<file path="src/rtl/bnn_pkg.sv">
// Shared types and constants for the BNN classifier readout.
// Score format is signed Q8.8.
package bnn_pkg;

   localparam int SCORE_W = 16;
   localparam logic signed [SCORE_W-1:0] SCORE_MIN = 16'sh8000;

   typedef logic signed [SCORE_W-1:0] score_t;

   typedef enum logic [1:0] {
      IDLE  = 2'd0,
      SCAN  = 2'd1,
      DONE  = 2'd2,
      REARM = 2'd3
   } argmax_state_t;

endpackage

</file>
<file path="src/rtl/argmax_update.sv">
// One step of the running top-1/top-2 search.
// Strict compares keep the lower index on ties.
module argmax_update
   import bnn_pkg::*;
#(
   parameter int W  = SCORE_W,
   parameter int IW = 4
) (
   input  logic                first,
   input  logic signed [W-1:0] best,
   input  logic signed [W-1:0] second,
   input  logic [IW-1:0]       best_idx,
   input  logic signed [W-1:0] s,
   input  logic [IW-1:0]       idx,
   output logic signed [W-1:0] best_n,
   output logic signed [W-1:0] second_n,
   output logic [IW-1:0]       best_idx_n
);

   localparam logic signed [W-1:0] SMIN = {1'b1, {(W-1){1'b0}}};

   // fold score s into the running best/second pair
   always_comb begin
      best_n     = best;
      second_n   = second;
      best_idx_n = best_idx;
      if (first) begin
         best_n     = s;
         second_n   = SMIN;
         best_idx_n = '0;
      end else if (s > best) begin
         second_n   = best;
         best_n     = s;
         best_idx_n = idx;
      end else if (s > second) begin
         second_n   = s;
      end
   end

endmodule

</file>
<file path="src/rtl/fc_argmax.sv">
// Classifier readout: scans FC scores, reports argmax,
// best score and top-1/top-2 margin with valid/ack hold.
module fc_argmax
   import bnn_pkg::*;
#(
   parameter int OC = 10,
   parameter int W  = SCORE_W,
   localparam int IW = (OC > 1) ? $clog2(OC) : 1
) (
   input  logic                clk,
   input  logic                rst,
   input  logic                scores_ready,
   input  logic signed [W-1:0] scores [0:OC-1],
   output logic                result_valid,
   input  logic                result_ack,
   output logic [IW-1:0]       class_idx,
   output logic signed [W-1:0] best_score,
   output logic [W:0]          margin
);

   localparam logic [1:0] ST_IDLE  = IDLE;
   localparam logic [1:0] ST_SCAN  = SCAN;
   localparam logic [1:0] ST_DONE  = DONE;
   localparam logic [1:0] ST_REARM = REARM;

   localparam logic [IW-1:0] LAST = IW'(OC - 1);

   logic [1:0]          state;
   logic [IW-1:0]       idx;
   logic signed [W-1:0] best;
   logic signed [W-1:0] second;
   logic [IW-1:0]       best_idx;

   logic signed [W-1:0] best_n;
   logic signed [W-1:0] second_n;
   logic [IW-1:0]       best_idx_n;
   logic [W:0]          margin_n;

   argmax_update #(
      .W  (W),
      .IW (IW)
   ) u_update (
      .first      (idx == '0),
      .best       (best),
      .second     (second),
      .best_idx   (best_idx),
      .s          (scores[idx]),
      .idx        (idx),
      .best_n     (best_n),
      .second_n   (second_n),
      .best_idx_n (best_idx_n)
   );

   // margin from the final pair; best >= second so never negative
   assign margin_n = {best_n[W-1], best_n} - {second_n[W-1], second_n};

   // FSM, scan index, running state and result registers
   always_ff @(posedge clk) begin
      if (rst) begin
         state        <= ST_IDLE;
         idx          <= '0;
         best         <= '0;
         second       <= '0;
         best_idx     <= '0;
         result_valid <= 1'b0;
         class_idx    <= '0;
         best_score   <= '0;
         margin       <= '0;
      end else begin
         unique case (state)
            ST_IDLE: begin
               if (scores_ready) begin
                  state <= ST_SCAN;
                  idx   <= '0;
               end
            end
            ST_SCAN: begin
               if (!scores_ready) begin
                  state <= ST_IDLE;
               end else begin
                  best     <= best_n;
                  second   <= second_n;
                  best_idx <= best_idx_n;
                  if (idx == LAST) begin
                     class_idx    <= best_idx_n;
                     best_score   <= best_n;
                     margin       <= margin_n;
                     result_valid <= 1'b1;
                     state        <= ST_DONE;
                  end else begin
                     idx <= idx + 1'b1;
                  end
               end
            end
            ST_DONE: begin
               if (result_ack) begin
                  result_valid <= 1'b0;
                  state <= scores_ready ? ST_REARM : ST_IDLE;
               end
            end
            ST_REARM: begin
               if (!scores_ready) state <= ST_IDLE;
            end
            default: state <= ST_IDLE;
         endcase
      end
   end

endmodule

</file>
<file path="config.mk">
export PLATFORM = sky130hd
export DESIGN_NAME = fc_argmax
export DESIGN_NICKNAME = d
export VERILOG_FILES = /design/src/rtl/bnn_pkg.sv /design/src/rtl/argmax_update.sv /design/src/rtl/fc_argmax.sv
export SDC_FILE = /design/constraint.sdc
export NUM_CORES = 1
export LEC_CHECK = 0
export ABC_AREA = 1
export BUFFER_PORTS_ARGS = -buffer_cell sky130_fd_sc_hd__buf_2
export CAP_MARGIN = 0
export CORE_UTILIZATION = 50
export CTS_CLUSTER_SIZE = 30
export DETAILED_ROUTE_END_ITERATION = 10
export MAX_ROUTING_LAYER = met4
export PLACE_DENSITY = 0.76
export SETUP_SLACK_MARGIN = 0.5
export SYNTH_ARGS = -nofsm -noshare
export SYNTH_HDL_FRONTEND = slang
export SYNTH_SLANG_ARGS = --single-unit
</file>
<file path="constraint.sdc">
create_clock -name clk -period 12.42 [get_ports clk]
set_clock_uncertainty 0.15 [all_clocks]
set_input_delay 0.621 -clock clk [delete_from_list [all_inputs] [get_ports clk]]
set_output_delay 0.621 -clock clk [all_outputs]
set_load 0.01 [all_outputs]
</file>
# After elaboration in Yosys (flattened, before gate mapping)
# Index checks and enable logic that the tools add are counted.
[word_totals]
input_bits = 164
wordCells = 60
out_inout_bits = 38
reg_bits = 80
[classes]
magnitude_cmp = 3
n_bitwise = 1
reduce_logical = 9
n_addsub = 2
muxes = 25
n_eq_ne = 11
[ops]
columns = ["operator", "n"]
rows = [
  ["2-to-1 mux 16 bit", 7],
  ["binary-select mux 16 bit (select 4 bit)", 1],
  ["greater-than comparator 16 bit", 2],
  ["2-to-1 mux 4 bit", 5],
  ["subtractor 16 x 16 -> 17 bit", 1],
  ["2-to-1 mux 2 bit", 6],
  ["!= test 2 bit, second input constant", 6],
  ["AND reduction 4 bit", 3],
  ["one-hot mux 2 bit (4 select lines)", 1],
  ["one-hot mux 4 bit (2 select lines)", 1],
  ["greater-or-equal comparator 5 bit, second input constant", 1],
  ["inverter 4 -> 5 bit", 1],
  ["adder 4 x 1 -> 4 bit, second input constant", 1],
  ["equality test 2 bit, second input constant", 2],
  ["equality test 4 bit, second input constant", 1],
  ["logical NOT 4 bit", 1],
  ["nonzero test 2 bit", 2],
  ["2-to-1 mux 1 bit", 3],
  ["!= test 3 bit, second input constant", 1],
  ["AND reduction 3 bit", 1],
  ["equality test 2 x 1 -> 1 bit, second input constant", 1],
  ["logical NOT 2 bit", 1],
  ["one-hot mux 1 bit (2 select lines)", 1],
  ["AND reduction 2 bit", 1],
]

# Longest topological paths before layout
[depth]
depth_word = 9
ltp_mapped = 38
depth_no_buf = 36

# By module
# Synthesis repeated with hierarchy kept, for this count alone.
[unflattened]
hier_cells = 1198
hier_area_um2 = 7120.6
[modules_own_cells]
columns = ["mod", "cells_each", "seq_area_each_um2", "instances", "area_per_inst_um2"]
rows = [
  ["fc_argmax", 892, 1601.5, 1, 5412.7],
  ["argmax_update", 306, 0.0, 1, 1707.9],
]

# Least setup slack after synthesis
# No wires, ideal clock.
[synth_timing]
kind = "register to register"
from = "reg idx[0]"
to = "reg margin[10]"
required_time_ps = 12161
path_buffers = 3
stages_incl_launch_ff = 34
synth_period_minus_slack_ps = 4300
setup_time_ps = 109
t_arrival_ps = 4041
setup_slack_ps = 8120
path_cell_list = "dfxtp_1 > buf_4 > buf_2 > nor2_1 > nor2_1 > o21ai_0 > nand3_1 > nand3_1 > nand2_1 > ha_1 > a21o_1 > nor2_1 > nand2_1 > nand2_1 > nand2_1 > nand2_2 > nand3_4 > nand2_4 > inv_2 > buf_4 > nand2_1 > nand2_1 > ha_1 > fa_1 > o21ai_1 > a21boi_0 > o21ai_1 > nand2_1 > nor2_1 > nor2_1 > nand2_1 > nand3_1 > nand2_1 > inv_1"
[synth_between]
elab_chain_len = 9
elab_cells_between_ends = 15
cone_classes = "add/sub: 1; order compare: 2; eq/ne: 1; mux: 8; bitwise: 1; reduce/logical: 2"
[synth_lines]
columns = ["item", "line_no", "rtl"]
rows = [
  ["start: declaration", "fc_argmax.sv:29", "logic [IW-1:0] idx;"],
  ["start signal: assignment", "fc_argmax.sv:91", "idx <= idx + 1'b1;"],
  ["inverter 4 -> 5 bit (not written as such)", "fc_argmax.sv:47", ".s (scores[idx]),"],
  ["binary-select mux 16 bit (select 4 bit)", "fc_argmax.sv:47", ""],
  ["2-to-1 mux 16 bit (not written as such) (2 in a row)", "fc_argmax.sv:47", ""],
  ["greater-than comparator 16 bit", "argmax_update.sv:35", "end else if (s > second) begin"],
  ["2-to-1 mux 16 bit", "argmax_update.sv:35", ""],
  ["2-to-1 mux 16 bit", "argmax_update.sv:31", "end else if (s > best) begin"],
  ["2-to-1 mux 16 bit (*)", "argmax_update.sv:27", "if (first) begin"],
  ["via second_n[0]", "fc_argmax.sv:35", "logic signed [W-1:0] second_n;"],
  ["subtractor 16 x 16 -> 17 bit (*)", "fc_argmax.sv:55", "assign margin_n = {best_n[W-1], best_n} - {second_n[W-1], second_n};"],
  ["end signal: assignment", "fc_argmax.sv:87", "margin <= margin_n;"],
  ["end: declaration", "fc_argmax.sv:18", "output logic [W:0] margin"],
]
# Mark *: on every way through the listed nets, which the timed path passes. The rest lies on a longest branch. The select of a mux whose other input is x is not followed.
# A chain may end at the register's enable or synchronous reset.

# Worst setup path after layout
# Ends and elaborated chain as after synthesis.

==> summary.txt <==
Status
  • Outcome: finished, final reports clean

Worst setup path
  • CP Launch Type: register
  • Maximum fanout along the worst path: 86
  • R2R setup slack: 5.80 ns
  • Worst r2r src: idx[0]
  • CP required: 12.51 ns
  • Most frequent cell on the critical path: nand2_1
  • Worst setup EP type: register
  • Register-to-Register Path Depth: 33
  • WP data arrival: approximately 6.7 ns
  • Reg2reg end: margin[10]
  • CP max-delay cell: inv_2
  • CP peak stage delay: 0.66 ns
  • WS Path Type: reg2reg

Layout
  • Ant diodes: 0
  • Layout fillers: 1440
  • Sequential Area: ~1600 sq um
  • Multi-input logic area: 4780 sq um
  • Final core occ: 0.608
  • Layout area overhead: 17.4%
  • Final #Nets: approximately 1600
  • Layout cells sized above 1: 0.192

Pwr
  • Tot Pwr: 800 uW
  • Peak supply drop: 0.0707 mV
  • Leakage: 4.63 nW
  • Cell Pwr Density: 93.7 nW/um^2

Routing
  • Detail Route Antenna Nets: 0
  • Via/cell ratio: around 5.3
  • WL/cell: 14.2 um
  • DRC viols: 0
  • Total vias in the final route: approximately 8400
  • Initial DRC Count: 630
  • Drt total wl: 22.5 mm
  • 1st-pass router iterations: 5

Synth
  • Netlist Area Pre-Place: 7280 sq um
  • Synth unique cells: 39
  • Post-Syn Instances: around 1200
  • #FFs+latches synth: 80
  • Syn Nets: between 1000 and 1500
  • Sequential-to-total area share from yosys stat: 0.220
  • Synth Warn #: 0
  • Post-Syn Area per Cell: 5.84 sq um

CTS
  • H-tree lvl count: 3
  • Post-CTS Setup Inserts: 0
  • Clock Sinks: 80
  • Clk root buf: clkbuf_16
  • CTS Buffer Depth: 2
  • Clock buffer count from CTS: 9
  • TritonCTS clock tree: done
  • Hold Buf Count CTS: 0
  • Clock latency on the worst-skew pair: ~0.35 ns
  • Clk slew on worst S/H paths: 0.07 ns
  • Cts repair resizes: 0

STA
  • Final Hold Viols: 0
  • Total negative slack: 0 ns
  • Setup violations, final: 0
  • Period utilisation layout: 0.533
  • Crit path time final: 6.62 ns
  • Max Freq: 151 MHz
  • Slew @ Worst Pin: 1.14 ns
  • Unrepaired setup endpoints after global routing: no
  • Slew HR: 0.242
  • Setup slack after layout: about 5.8 ns
  • Final Slew Violations: 0

GRT
  • Initial antenna violation count: 0
  • Largest net degree at the start of global routing: 87
  • First-pass GRT wire length: about 36 mm
  • Gr usage total: 0.312
  • Vias in the first global route: 7699
  • GRT overflow: 0

Floorplanning
  • Core area: 14000 sq um
  • Site row count: 43
  • I/O pin count: around 200
  • Die W: 123 um
  • Full die area: between 15000 and 20000 sq um
  • Die height: 123 um
  • Initial Utilization: 0.518

Placement
  • GP Congestion: 0.957
  • DP HPWL: 17.1 mm
  • Worst slack, placed: 5.90 ns
  • Number of port buffers: between 200 and 250

Min path
  • Worst hold start: best_score[2]
  • Worst min path class: reg2reg
  • Hold Path Stages: 2
  • Hold Path End: best_score[2]

Flow run
  • Max-Cap Viols: 0
[synthesized netlist by cell type, drive strengths merged]
cell type  count  share of area
o21ai         82          0.057
clkbuf        28          0.014
nand3        117          0.088
nand2        393           0.21
dfxtp         80           0.22
fa             1         0.0028
ha            51          0.088
nor2         162          0.086
nor4           1        0.00086
buf           34          0.032
a31oi          3         0.0026
nor3          11          0.012
and2          11         0.0095
xnor2          4         0.0048
a21o           4         0.0041
nand4         24          0.021
a21boi         2         0.0021
o21bai         3         0.0031
a211oi         1         0.0010
a21oi         73          0.052
o221ai         2         0.0024
o31ai          1         0.0010
inv          152          0.078
xor2           6         0.0072
a221oi         1         0.0012
[power by group]
group	internal, mW	switching [mW]	total (mW)	leakage, nW
Clock	0.162	0.113	0.275	0.145
Combinational	0.0944	0.162	0.257	3.83
Sequential	0.264	0.00536	0.269	0.649
Total	0.520	0.280	0.800	4.63
[layout make-up]
cell class,count,area share
clock inverter,6,0.00791
inverter,152,0.0668
tap,180,0.0264
timing repair buffer,208,0.124
clock buffer,10,0.0280
multi-input combinational,953,0.559
sequential,80,0.188
[worst max-delay path: cells and delay by family, from the launching register on]
family	cells	cell delay [ns]
flops	1	0.31
compound gates	4	1.17
simple gates	22	2.31
fa+ha+maj	3	0.95
buf+inv	4	1.54
[cell usage in the layout, fill, tap and decap left out, types with 2 or more instances in the layout]
| master | n |
|---|---|
| a21boi_0 | 2 |
| a21o_1 | 4 |
| a21oi_1 | 70 |
| a21oi_2 | 3 |
| a31oi_1 | 3 |
| and2_1 | 11 |
| buf_2 | 201 |
| buf_4 | 7 |
| clkbuf_16 | 9 |
| clkinvlp_4 | 2 |
| dfxtp_1 | 78 |
| dfxtp_2 | 2 |
| ha_1 | 51 |
| inv_1 | 146 |
| inv_2 | 6 |
| nand2_1 | 375 |
| nand2_2 | 17 |
| nand3_1 | 107 |
| nand3_2 | 9 |
| nand4_1 | 24 |
| nor2_1 | 160 |
| nor3_1 | 7 |
| nor3_4 | 3 |
| o21ai_0 | 77 |
| o21ai_1 | 4 |
| o21bai_1 | 3 |
| o221ai_1 | 2 |
| xnor2_1 | 4 |
| xor2_1 | 6 |
[flip-flops by register name, indices dropped and copies added (netlist names)]
register	cells
best	16
best_idx	4
best_score	16
class_idx	4
idx	4
margin	17
result_valid	1
second	16
state	2
[how the worst max path moves through the flow]
| stage | start | end | slack [ns] |
|---|---|---|---|
| 6_report | idx[0] | margin[10] | 5.80 |
| 5_1_grt | idx[0] | margin[10] | 5.25 |
| 4_1_cts | idx[0] | margin[10] | 5.86 |
| 3_5_place_dp | idx[0] | margin[10] | 5.90 |
| 3_3_place_gp | idx[0] | margin[10] | 5.94 |
| 2_1_floorplan | idx[0] | margin[10] | 8.12 |
[per-layer routing]
layer	routed length (um)	global-route usage	share of wire	vias to the layer above
met1	9770	0.379	0.43	3784
met3	1380	0.0637	0.061	61
met4	681	0.123	0.030	0
met5	0	-	0	-
met2	10700	0.503	0.47	294
li1	-	-	-	4278
[through the flow]
stage          hold WS [ns]  instances  cell area, sq um
2_1_floorplan         0.307       1247              7280
3_3_place_gp          0.303       1573              8240
3_5_place_dp          0.307       1573              8240
4_1_cts               0.316       1589              8540
5_1_grt               0.322       1589              8540
6_report              0.312       1589              8540
[cells by family (layout without fill, tap and decap cells)]
kind of cell	Yosys count	count (layout)	share of synthesized area
simple gates	719	719	0.427
xor+xnor	10	10	0.0120
fa+ha+maj	52	52	0.0904
compound gates	172	172	0.126
flops	80	80	0.220
buf+inv	214	376	0.125
Note: power is estimated with default switching activity, not from simulation.
